**config.mk**
```make
export PLATFORM = sky130hd
export DESIGN_NAME = mitm_mode_sequencer
export DESIGN_NICKNAME = d
export VERILOG_FILES = /design/src/rtl/mitm_mode_sequencer.sv
export SDC_FILE = /design/constraint.sdc
export NUM_CORES = 1
export LEC_CHECK = 0
export CORE_ASPECT_RATIO = 0.5
export CORE_MARGIN = 2
export CORE_UTILIZATION = 52
export DETAILED_ROUTE_END_ITERATION = 8
export GPL_ROUTABILITY_DRIVEN = 0
export PLACE_DENSITY_LB_ADDON = 0.25
export SLEW_MARGIN = 20
export SYNTH_ARGS = -nofsm -noshare
export SYNTH_HDL_FRONTEND = slang
export SYNTH_SLANG_ARGS = --single-unit
export TNS_END_PERCENT = 5
```
**constraint.sdc**
```tcl
create_clock -name sys_clk -period 3.89 [get_ports sys_clk]
set_clock_uncertainty 0.1 [all_clocks]
set_input_delay 0.5835 -clock sys_clk [delete_from_list [all_inputs] [get_ports sys_clk]]
set_output_delay 0.5835 -clock sys_clk [all_outputs]
set_load 0.005 [all_outputs]
```
**src/rtl/mitm_mode_sequencer.sv**
```systemverilog
// Mode-change sequencer: synchronizes and debounces the raw mode switches,
// then commits a new one-hot mode only once the bus has been quiet long enough.
module mitm_mode_sequencer #(
  parameter int unsigned NUM_MODES       = 4,
  parameter int unsigned DEBOUNCE_CYCLES = 1000,
  parameter int unsigned QUIET_CYCLES    = 64,
  parameter int unsigned TIMEOUT_CYCLES  = 100000
) (
  input  logic                 sys_clk,
  input  logic                 rst_n,
  input  logic [NUM_MODES-1:0] mode_select_raw,
  input  logic                 if0_busy,
  input  logic                 if1_busy,
  input  logic                 mitm_busy,
  output logic [NUM_MODES-1:0] mode,
  output logic                 hold,
  output logic                 switch_done,
  output logic                 switch_timeout,
  output logic                 invalid_sel
);

  localparam int unsigned DW = (DEBOUNCE_CYCLES > 1) ? $clog2(DEBOUNCE_CYCLES) : 1;
  localparam int unsigned QW = (QUIET_CYCLES > 1) ? $clog2(QUIET_CYCLES) : 1;
  localparam int unsigned TW = (TIMEOUT_CYCLES > 1) ? $clog2(TIMEOUT_CYCLES) : 1;

  localparam logic [DW-1:0]        DEB_MAX = DW'(DEBOUNCE_CYCLES - 1);
  localparam logic [QW-1:0]        QUIET_MAX = QW'(QUIET_CYCLES - 1);
  localparam logic [TW-1:0]        TIME_MAX = TW'(TIMEOUT_CYCLES - 1);
  localparam logic [NUM_MODES-1:0] MODE_FWD = NUM_MODES'(1);

  typedef enum logic [1:0] {
    IDLE   = 2'd0,
    DRAIN  = 2'd1,
    QUIET  = 2'd2,
    COMMIT = 2'd3
  } state_t;

  function automatic logic is_onehot(input logic [NUM_MODES-1:0] v);
    return (v != '0) && ((v & (v - NUM_MODES'(1))) == '0);
  endfunction

  logic [NUM_MODES-1:0] sync1;
  logic [NUM_MODES-1:0] sync2;
  logic [NUM_MODES-1:0] deb_sel;
  logic [DW-1:0]        deb_cnt;
  logic                 deb_valid;

  state_t               state;
  logic [NUM_MODES-1:0] target;
  logic [QW-1:0]        quiet_cnt;
  logic [TW-1:0]        time_cnt;
  logic                 forced;
  logic                 bus_idle;

  assign deb_valid = is_onehot(deb_sel);
  assign bus_idle  = !if0_busy && !if1_busy && !mitm_busy;

  // Two-flop synchronizer, stability counter and debounced selection.
  always_ff @(posedge sys_clk or negedge rst_n) begin
    if (!rst_n) begin
      sync1       <= '0;
      sync2       <= '0;
      deb_cnt     <= '0;
      deb_sel     <= MODE_FWD;
      invalid_sel <= 1'b0;
    end else begin
      sync1       <= mode_select_raw;
      sync2       <= sync1;
      invalid_sel <= 1'b0;
      if (sync1 != sync2) begin
        deb_cnt <= '0;
      end else if (deb_cnt != DEB_MAX) begin
        deb_cnt <= deb_cnt + DW'(1);
      end
      if (deb_cnt == DEB_MAX) begin
        deb_sel <= sync2;
        if (sync2 != deb_sel && !is_onehot(sync2)) begin
          invalid_sel <= 1'b1;
        end
      end
    end
  end

  // Switch FSM: request, drain MITM transfers, wait for a quiet bus, commit.
  always_ff @(posedge sys_clk or negedge rst_n) begin
    if (!rst_n) begin
      state          <= IDLE;
      mode           <= MODE_FWD;
      target         <= MODE_FWD;
      hold           <= 1'b0;
      switch_done    <= 1'b0;
      switch_timeout <= 1'b0;
      quiet_cnt      <= '0;
      time_cnt       <= '0;
      forced         <= 1'b0;
    end else begin
      switch_done    <= 1'b0;
      switch_timeout <= 1'b0;
      case (state)
        IDLE: begin
          if (deb_valid && deb_sel != mode) begin
            target   <= deb_sel;
            hold     <= 1'b1;
            time_cnt <= '0;
            state    <= DRAIN;
          end
        end
        DRAIN, QUIET: begin
          if (deb_sel == mode) begin
            // Request withdrawn: drop hold without committing.
            hold  <= 1'b0;
            state <= IDLE;
          end else begin
            if (deb_valid && deb_sel != target) begin
              target <= deb_sel;
            end
            if (time_cnt != TIME_MAX) begin
              time_cnt <= time_cnt + TW'(1);
            end
            if (time_cnt == TIME_MAX) begin
              forced <= 1'b1;
              state  <= COMMIT;
            end else if (state == DRAIN) begin
              if (!mitm_busy) begin
                quiet_cnt <= '0;
                state     <= QUIET;
              end
            end else if (bus_idle) begin
              if (quiet_cnt == QUIET_MAX) begin
                state <= COMMIT;
              end else begin
                quiet_cnt <= quiet_cnt + QW'(1);
              end
            end else begin
              quiet_cnt <= '0;
            end
          end
        end
        COMMIT: begin
          mode           <= target;
          hold           <= 1'b0;
          switch_done    <= 1'b1;
          switch_timeout <= forced;
          forced         <= 1'b0;
          state          <= IDLE;
        end
      endcase
    end
  end

endmodule

```
==> Yosys cells after proc, flatten, opt, wreduce, memory -nomap -nowiden <==
Cells that the tools add are included.
{ "classes": {"reduce_logical": 26, "n_mux": 32, "n_eq_ne": 24, "addsub": 5, "bitwise_logic": 4} }
{ "ops": {"columns": ["cell", "n"], "rows": [
  ["$mux 17", 3],
  ["$pmux 17 s2", 1],
  ["$mux 6", 4],
  ["$mux 10", 2],
  ["$add 17x1->17 const B", 1],
  ["$eq 17x17->1 const B", 1],
  ["$ne 17x17->1 const B", 1],
  ["$ne 4x4->1", 4],
  ["$ne 5x5->1 const B", 3],
  ["$mux 2", 7],
  ["$ne 2x2->1 const B", 7],
  ["$mux 4", 3],
  ["$reduce_and 4->1", 3],
  ["$add 10x1->10 const B", 1],
  ["$eq 10x10->1 const B", 1],
  ["$ne 10x10->1 const B", 1],
  ["$and 4x4->4", 2],
  ["$logic_not 4->1", 2],
  ["$mux 1", 8],
  ["$pmux 4 s2", 1],
  ["$reduce_bool 4->1", 2],
  ["$sub 4x1->4 const B", 2],
  ["$logic_and 1x1->1", 7],
  ["$add 6x1->6 const B", 1],
  ["16 further kinds", 23]
]} }
{ "totals": {"in_bits": 9, "ff_bits": 60, "output_inout_bits": 8, "wordCells": 105} }

==> Depth between registers and ports, before layout <==
Gate-level depths: netlist (run 1).
{ "depth": {"ltp_word": 8, "mapped_depth": 7, "mapped_depth_nobuf": 7} }

==> Least setup slack after synthesis (run 1) <==
OpenSTA, ideal clock, no wires.
{ "synth_path": {"path_kind": "register to register", "start": "register deb_sel[0]", "end": "register target[1]", "period_less_slack_ns": 2.220, "path_buffers": 1, "setup_time_ns": 0.125, "path_stages_with_launch": 7, "required_time_ns": 3.665, "t_arrival_ns": 1.995, "path_slack_ns": 1.670, "cell_sequence": "dfstp_2 buf_4 or4b_4 o211ai_2 nand2_1 a311oi_2 mux2_2"} }
{ "synth_via": {"elab_chain_cells": 7, "word_cells_on_any_way": 14, "cone_classes": "add/sub (1); eq/ne (6); bitwise (1); reduce/logical (6)"} }
{ "synth_lines": {"columns": ["item", "line_no", "source"], "rows": [
  ["start: declaration", "44", "logic [NUM_MODES-1:0] deb_sel;"],
  ["start signal: assignment", "76", "deb_sel <= sync2;"],
  ["$sub 4x1->4", "39", "return (v != '0) && ((v & (v - NUM_MODES'(1))) == '0);"],
  ["$and 4x4->4", "39", null],
  ["$logic_not 4->1", "39", null],
  ["$logic_and 1x1->1", "39", null],
  ["$logic_and 1x1->1 (on tied branches)", "114, 101", null],
  ["$ne 2x2->1 (no line)", null, null],
  ["$reduce_and 4->1 (no line) (*)", null, null],
  ["end signal: assignment", "102", "target <= deb_sel;"],
  ["end signal: assignment", "115", "target <= deb_sel;"],
  ["end: declaration", "49", "logic [NUM_MODES-1:0] target;"]
]} }
Every way passes the cells marked *; elsewhere a longest branch is shown, timed or not.
A chain may end at the register's enable or synchronous reset.

==> Final worst setup path (run 1) <==
{ "layout_path": {"start": "register deb_sel[0]", "end": "register time_cnt[0]"} }
{ "layout_via": {"elab_chain_cells": 7, "word_cells_on_any_way": 11, "cone_classes": "add/sub (1); eq/ne (4); bitwise (1); reduce/logical (5)"} }
{ "layout_lines": {"columns": ["item", "line_no", "source"], "rows": [
  ["$sub 4x1->4", "39", null],
  ["$and 4x4->4", "39", null],
  ["$logic_not 4->1", "39", null],
  ["$logic_and 1x1->1", "39", null],
  ["$logic_and 1x1->1", "101", "if (deb_valid && deb_sel != mode) begin"],
  ["$ne 2x2->1 (no line)", null, null],
  ["$reduce_and 4->1 (no line) (*)", null, null],
  ["end signal: assignment", "118", "time_cnt <= time_cnt + TW'(1);"],
  ["end: declaration", "51", "logic [TW-1:0] time_cnt;"]
]} }
Marks and branches as above.

==> results of run 1 <==
==> cell type report <==
type                       count  share of cell area, %
sequential                    60                   41.8
multi-input combinational    217                   41.6
clock buffer                  12                   6.84
timing repair buffer          18                   4.72
tap                           73                   2.54
clock inverter                 4                   2.01
inverter                       5                  0.521
==> metrics by stage <==
step	area, um2	total power, uW	hold slack (ns)	setup slack [ns]
2_1_floorplan	3080	657	0.188	1.67
3_3_place_gp	3280	679	0.278	1.49
3_5_place_dp	3280	680	0.286	1.40
4_1_cts	3600	1530	0.265	1.40
5_1_grt	3600	1570	0.299	1.19
6_report	3600	1510	0.244	1.38
==> power breakdown <==
group | internal, uW | switching (uW) | leakage [uW] | total, uW
combinational | 13.7 | 19.2 | 0.000601 | 32.9
sequential | 630 | 5.97 | 0.000809 | 636
clock | 577 | 269 | 0.000153 | 845
==> layout by cell type (no fill, tap or decap), types with 2 or more instances in the layout <==
cell type        count
nand3_1              7
buf_4                2
nand4_1             18
dfstp_2              3
o22a_1               2
xor2_1              20
or4b_4               2
mux2i_1              5
and3_1               3
mux2_1               3
bufinv_16            2
dfrtp_1             57
mux2_2              10
and4_1               2
a41oi_1              2
nor3_1               6
inv_1                5
nand2b_1             4
o31ai_1              5
clkdlybuf4s50_1     15
or3_1                2
ha_1                 6
xnor2_1             14
a21oi_1              5
clkbuf_1             2
nor2_1              35
nand4_2              2
or4_1                2
o21ai_0             14
and2_1               2
nor3b_1              3
nor4_1               5
clkbuf_16            9
nand2_1             20
==> registers in the layout, summed over array words and instances (netlist names), 2 cells and up <==
name / cells
deb_cnt: 10
quiet_cnt: 6
time_cnt: 17
mode: 4
target: 4
state: 2
deb_sel: 4
sync1: 4
sync2: 4
==> cells by family (layout without fill, tap and decap cells) <==
group | Yosys count | after routing | synth area share [%]
compound gates | 38 | 38 | 8.56
fa+ha+maj | 6 | 6 | 2.43
simple gates | 121 | 121 | 21.5
flops | 60 | 60 | 48.8
xor+xnor | 34 | 34 | 9.66
mux | 18 | 18 | 6.37
buf+inv | 14 | 39 | 2.64
==> routing by layer <==
layer,vias to the layer above,part of all wire (%),track usage (%)
li1,1099,-,-
met1,1141,50,25.8
met2,40,44,32.4
met3,7,4.1,8.03
met4,0,1.1,7.14
met5,-,0,0
==> path summary, 6_finish.rpt <==
| path | start | to | slack [ns] |
|---|---|---|---|
| setup / recovery | deb_sel[0]$_DFFE_PN1N_ | time_cnt[0]$_DFFE_PN0P_ | 1.38 |
| hold / removal | rst_n | deb_sel[3]$_DFFE_PN0N_ | 0.24 |
| setup reg to reg | deb_sel[0]$_DFFE_PN1N_ | time_cnt[0]$_DFFE_PN0P_ | 1.38 |
| hold reg to reg | sync1[2]$_DFF_PN0_ | sync2[2]$_DFF_PN0_ | 0.29 |
| max in group asynchronous | rst_n | mode[0]$_DFFE_PN1P_ | 2.59 |
| min in group sys_clk | sync1[2]$_DFF_PN0_ | sync2[2]$_DFF_PN0_ | 0.29 |
==> results by group, run 1 <==
Outcome
  • Run status: finished, final reports clean

Pwr
  • PwrDens: around 420 mW/mm2
  • VDD IR max: ~0.00034 V
  • Leakage: between 0.0015 and 0.002 uW

GRT
  • Grt ovf: 0
  • Total GRT Usage: around a fifth
  • Vias in the first global route: about 2.3k
  • Initial antenna violation count: 0
  • Largest net degree at the start of global routing: 38
  • First-pass GRT wire length: ~10 mm

Clock network
  • Reg clk slew, reported paths: 0.05 ns
  • Root buf cell: clkbuf_16
  • Htree depth: 3
  • TritonCTS clock tree: yes
  • CTS Hold Bufs: 0
  • Post-cts resize count: 0
  • Clock Path Buffers: 2
  • Post-CTS setup buffers: 0
  • Worst-Skew Late Latency: ~0.33 ns
  • CTS buffer count: 9
  • Clock Sinks: 60

Setup path
  • Worst Path Buf+Inv: 0
  • CP delay by family, top: simple AND/OR/NAND/NOR gates
  • Max incr delay on CP: approximately 0.6 ns
  • CP Launch Type: flip-flop
  • Critical Path End Type: flip-flop
  • Worst-path fanout max: 12
  • R2R cell count: 5
  • Type of the worst setup path: reg2reg
  • Crit path max-delay cell type: dfstp_2
  • Worst Path Arrival: 2.62 ns
  • CP Data Required Time: roughly 4 ns
  • Stages on worst setup path: 5
  • CP Cell Sequence: or4b_4 -> o2111ai_2 -> o211ai_1 -> nor2_1 -> mux2_2

Die
  • Ports: 17
  • Chip height: about 58 um
  • Die Wd: ~110 um
  • Core Area: approximately 0.0056 mm2
  • Std-Cell Rows: 19
  • Initial Utilization: 55.0%
  • Die area: 0.00660 mm2

Synthesis
  • Yosys warns: 0
  • Top cells by count, synth: 57 x dfrtp_1, 35 x nor2_1, 20 x nand2_1, 20 x xor2_1, 18 x nand4_1
  • Sequential area share after synthesis: between 40% and 50%
  • Async SR Flop Fraction: between 90% and 100%
  • Post-synthesis average cell area: roughly 11 um2
  • Synth area leaders: dfrtp_1 46%, xor2_1 5.7%, nor2_1 4.3%, xnor2_1 4.0%, mux2_2 3.7%
  • Most frequent cell after synthesis: dfrtp_1
  • Top_reg_cell synth: dfrtp_1
  • Largest area contributor in the netlist: dfrtp_1
  • Net Count, Synth: roughly 310
  • Mapped Cells: just under 300
  • Seq cells post-synth: 60
  • Post-synth EDFFs: 0
  • Post-synth top area share: 46.2%
  • Unique masters post-synth: slightly above 50
  • Synthesized area: 0.00308 mm2

Placed design
  • Number of port buffers: 16
  • Post-DP HPWL: a little over 4 mm
  • Placed Cells: between 300 and 400

STA
  • Final worst-path cycle share: 64.6%
  • Final hold violations: 0
  • Setup_tns: 0 ns
  • RSZ-0062 raised after global routing: no
  • Crit path time final: around 2.5 ns
  • Slew @ Worst Pin: slightly below 0.8 ns
  • Max_slew headroom: 47.2%
  • Setup violators final: 0
  • Fmax: roughly 0.40 GHz
  • Slew Viols, Final: 0

Detailed routing
  • Via count: around 2.3k
  • Initial DRC count: 91
  • WL per Instance: around 15 um
  • Post-route ant nets: 0
  • DRT Pass-1 Iters: 4
  • Final WL: a little under 6 mm
  • Drt drc: 0
  • Vias per cell: 5.88

Final layout
  • Area growth from synthesis to layout: 16.8%
  • Share of cells above drive strength 1: approximately an eighth
  • Filler cells: 443
  • Ant diodes: 0
  • Register area: 0.00151 mm2
  • NumNets Final: approximately 330
  • Area of the multi-input gates: 0.00150 mm2
  • Non-filler instance count after layout: 389
  • Fin util: between 60% and 70%

Min path
  • Worst hold path class: in2async

Run
  • Max-Cap Viols: 0
(Power assumes the default switching activity.)
==> inputs of run 2 (changes only) <==
- clock period: 3.89 -> 2.6 ns (I/O delays scaled with it)
==> run 2 against run 1 <==
Via count up 1.5%. Critical path depth unchanged. Count of clock-buffer cells in the layout down 1. Maximum frequency up 7.5%. Sequential power up 50%. Final cell count up 2.1%. Power up 54%. Core utilization up 1.6 points.
==> results by group, run 2 (synthesized netlist as in run 1, its figures left out) <==
GRT
  • Grt ovf: 0
  • Largest net degree at the start of global routing: 61
  • Total GRT Usage: between 20% and 30%
  • Most used routing layer: met2
  • GR Util met1: about 28%
  • Initial antenna violation count: 0
  • Met3 usage: under 10%
  • GR Layer Usage met2: between 30% and 40%
  • Vias in the first global route: about 2.4k
  • First-pass GRT wire length: 10.8 mm

STA
  • Setup violators final: 0
  • Hold WS: a little under 0.3 ns
  • Final worst-path cycle share: roughly 90%
  • Final hold violations: 0
  • RSZ-0062 raised after global routing: no
  • Slew @ Worst Pin: roughly 0.47 ns
  • Slew Viols, Final: 0
  • Setup_tns: 0 ns
  • Max_slew headroom: between 60 and 70%
  • Fmax: between 0.4 and 0.5 GHz
  • Crit path time final: between 2 and 2.5 ns

Clock network
  • Clock Path Buffers: 2
  • Post-cts resize count: 0
  • Htree depth: 3
  • Root buf cell: clkbuf_16
  • CTS buffer count: 9
  • TritonCTS clock tree: yes
  • Clock Sinks: 60
  • Post-CTS setup buffers: 0
  • CTS Hold Bufs: 1
  • Worst-Skew Late Latency: about 0.32 ns
  • Reg clk slew, reported paths: approximately 0.050 ns

Final layout
  • Largest regs: time_cnt (17), deb_cnt (10), quiet_cnt (6)
  • Commonest non-fill, non-tap cell in the layout: dfrtp_1
  • Share of cells above drive strength 1: 14.2%
  • NumNets Final: between 300 and 400
  • Most frequent cells in the layout: 57 x dfrtp_1, 35 x nor2_1, 20 x xor2_1, 20 x nand2_1, 18 x nand4_1
  • Ant diodes: 0
  • Area growth from synthesis to layout: 19.7%
  • Filler cells: 444
  • Fin util: between 60% and 70%
  • Largest reg by FF count: time_cnt
  • Largest register FFs: 17

Setup path
  • Crit path max-delay cell type: dfstp_2
  • Worst Path Buf+Inv: 0
  • Crit Reg-Reg Startpoint: deb_sel[0]$_DFFE_PN1N_
  • CP delay by family, top: simple AND/OR/NAND/NOR gates
  • CP Data Required Time: between 2 and 3 ns
  • Critical Path End Type: flip-flop
  • Worst-path fanout max: 8
  • Reg2Reg Setup Slack: around 0.26 ns
  • Worst Path Arrival: about 2.4 ns
  • CP Cell Sequence: or4b_4 -> o211ai_2 -> nand2_1 -> a311oi_2 -> mux2_2
  • Reg2reg end: target[1]$_DFFE_PN0P_
  • CP Launch Type: flip-flop
  • R2R cell count: 5
  • Max incr delay on CP: 0.60 ns
  • Type of the worst setup path: reg2reg

Die
  • Ports: 17
  • Chip height: approximately 58 um
  • Core Area: roughly 0.0056 mm2
  • Initial Utilization: a little over half
  • Die area: around 0.0066 mm2
  • Std-Cell Rows: 19
  • Die Wd: between 100 and 150 um

Detailed routing
  • Final WL: roughly 6 mm
  • Via count: approximately 2.3k
  • WL per Instance: 15.1 um
  • DRT Pass-1 Iters: 4
  • Initial DRC count: approximately 130
  • Vias per cell: 5.85
  • Drt drc: 0
  • Post-route ant nets: 0

Pwr
  • Leakage: 0.00162 uW
  • VDD IR max: about 0.00043 V
  • PwrDens: between 600 and 700 mW/mm2

Min path
  • Worst hold path class: reg2reg
  • WHS Endpoint: sync2[2]$_DFF_PN0_
  • Hold Path Depth: 0
  • Worst hold start: sync1[2]$_DFF_PN0_

Run
  • Max-Cap Viols: 0

Placed design
  • Post-DP HPWL: 4.09 mm
  • Number of port buffers: 16

Outcome
  • Run status: finished, final reports clean
-- run 2: cell types whose count changed in the layout (fill, tap and decap cells not counted) --
cell           delta
buf_12            +1
dlygate4sd3_1     +1
clkinv_2          +1
buf_4             +6
clkbuf_8          -1
clkinvlp_4        -1
bufinv_16         +1
-- run 2: metal layers --
metal | vias to the layer above | share of wire, %
li1 | 1105 | -
met1 | 1141 | 46
met2 | 65 | 48
met3 | 11 | 4.9
met4 | 0 | 1.0
met5 | - | 0
-- run 2: area by class of cell --
cell class,instances,area [um2],area share (%)
Clock buffer,11,233,6.31
Clock inverter,5,100,2.71
Inverter,5,18.8,0.508
Multi-Input combinational cell,217,1500,40.6
Sequential cell,60,1510,40.8
Tap cell,73,91.3,2.47
Timing Repair Buffer,26,245,6.64
-- run 2: power by group --
part           total (uW)  internal, uW  switching, uW
logic                53.3          24.3           29.1
clock network        1320           932            393
registers             952           943           9.30
total                2330          1900            431
-- run 2: worst max path at each step --
| stage | endpoint | slack, ns | cells after the start | startpoint |
|---|---|---|---|---|
| after global routing | quiet_cnt[2]$_DFFE_PN0P_ | 0.05 | 7 | state[0]$_DFFE_PN0P_ |
| after floorplan | target[1]$_DFFE_PN0P_ | 0.38 | 6 | deb_sel[0]$_DFFE_PN1N_ |
| after global placement | target[1]$_DFFE_PN0P_ | 0.30 | 5 | deb_sel[0]$_DFFE_PN1N_ |
| after CTS | target[1]$_DFFE_PN0P_ | 0.24 | 5 | deb_sel[0]$_DFFE_PN1N_ |
| final | target[1]$_DFFE_PN0P_ | 0.26 | 5 | deb_sel[0]$_DFFE_PN1N_ |
| after detailed placement | target[1]$_DFFE_PN0P_ | 0.26 | 5 | deb_sel[0]$_DFFE_PN1N_ |
-- run 2: per-stage QoR --
stage | power [uW] | area (um2) | std cells | worst slack, ns
finish | 2330 | 3690 | 397 | 0.264
global route | 2400 | 3690 | 397 | 0.0495
global placement | 1020 | 3350 | 380 | 0.303
floorplan | 982 | 3080 | 291 | 0.380
CTS | 2350 | 3690 | 397 | 0.241
detailed placement | 1020 | 3350 | 380 | 0.262
-- run 2: worst reg2reg max path, cell delays in order (launching register included) --
cell	delay, ns
dfstp_2	0.60
or4b_4	0.50
o211ai_2	0.11
nand2_1	0.13
a311oi_2	0.39
mux2_2	0.39
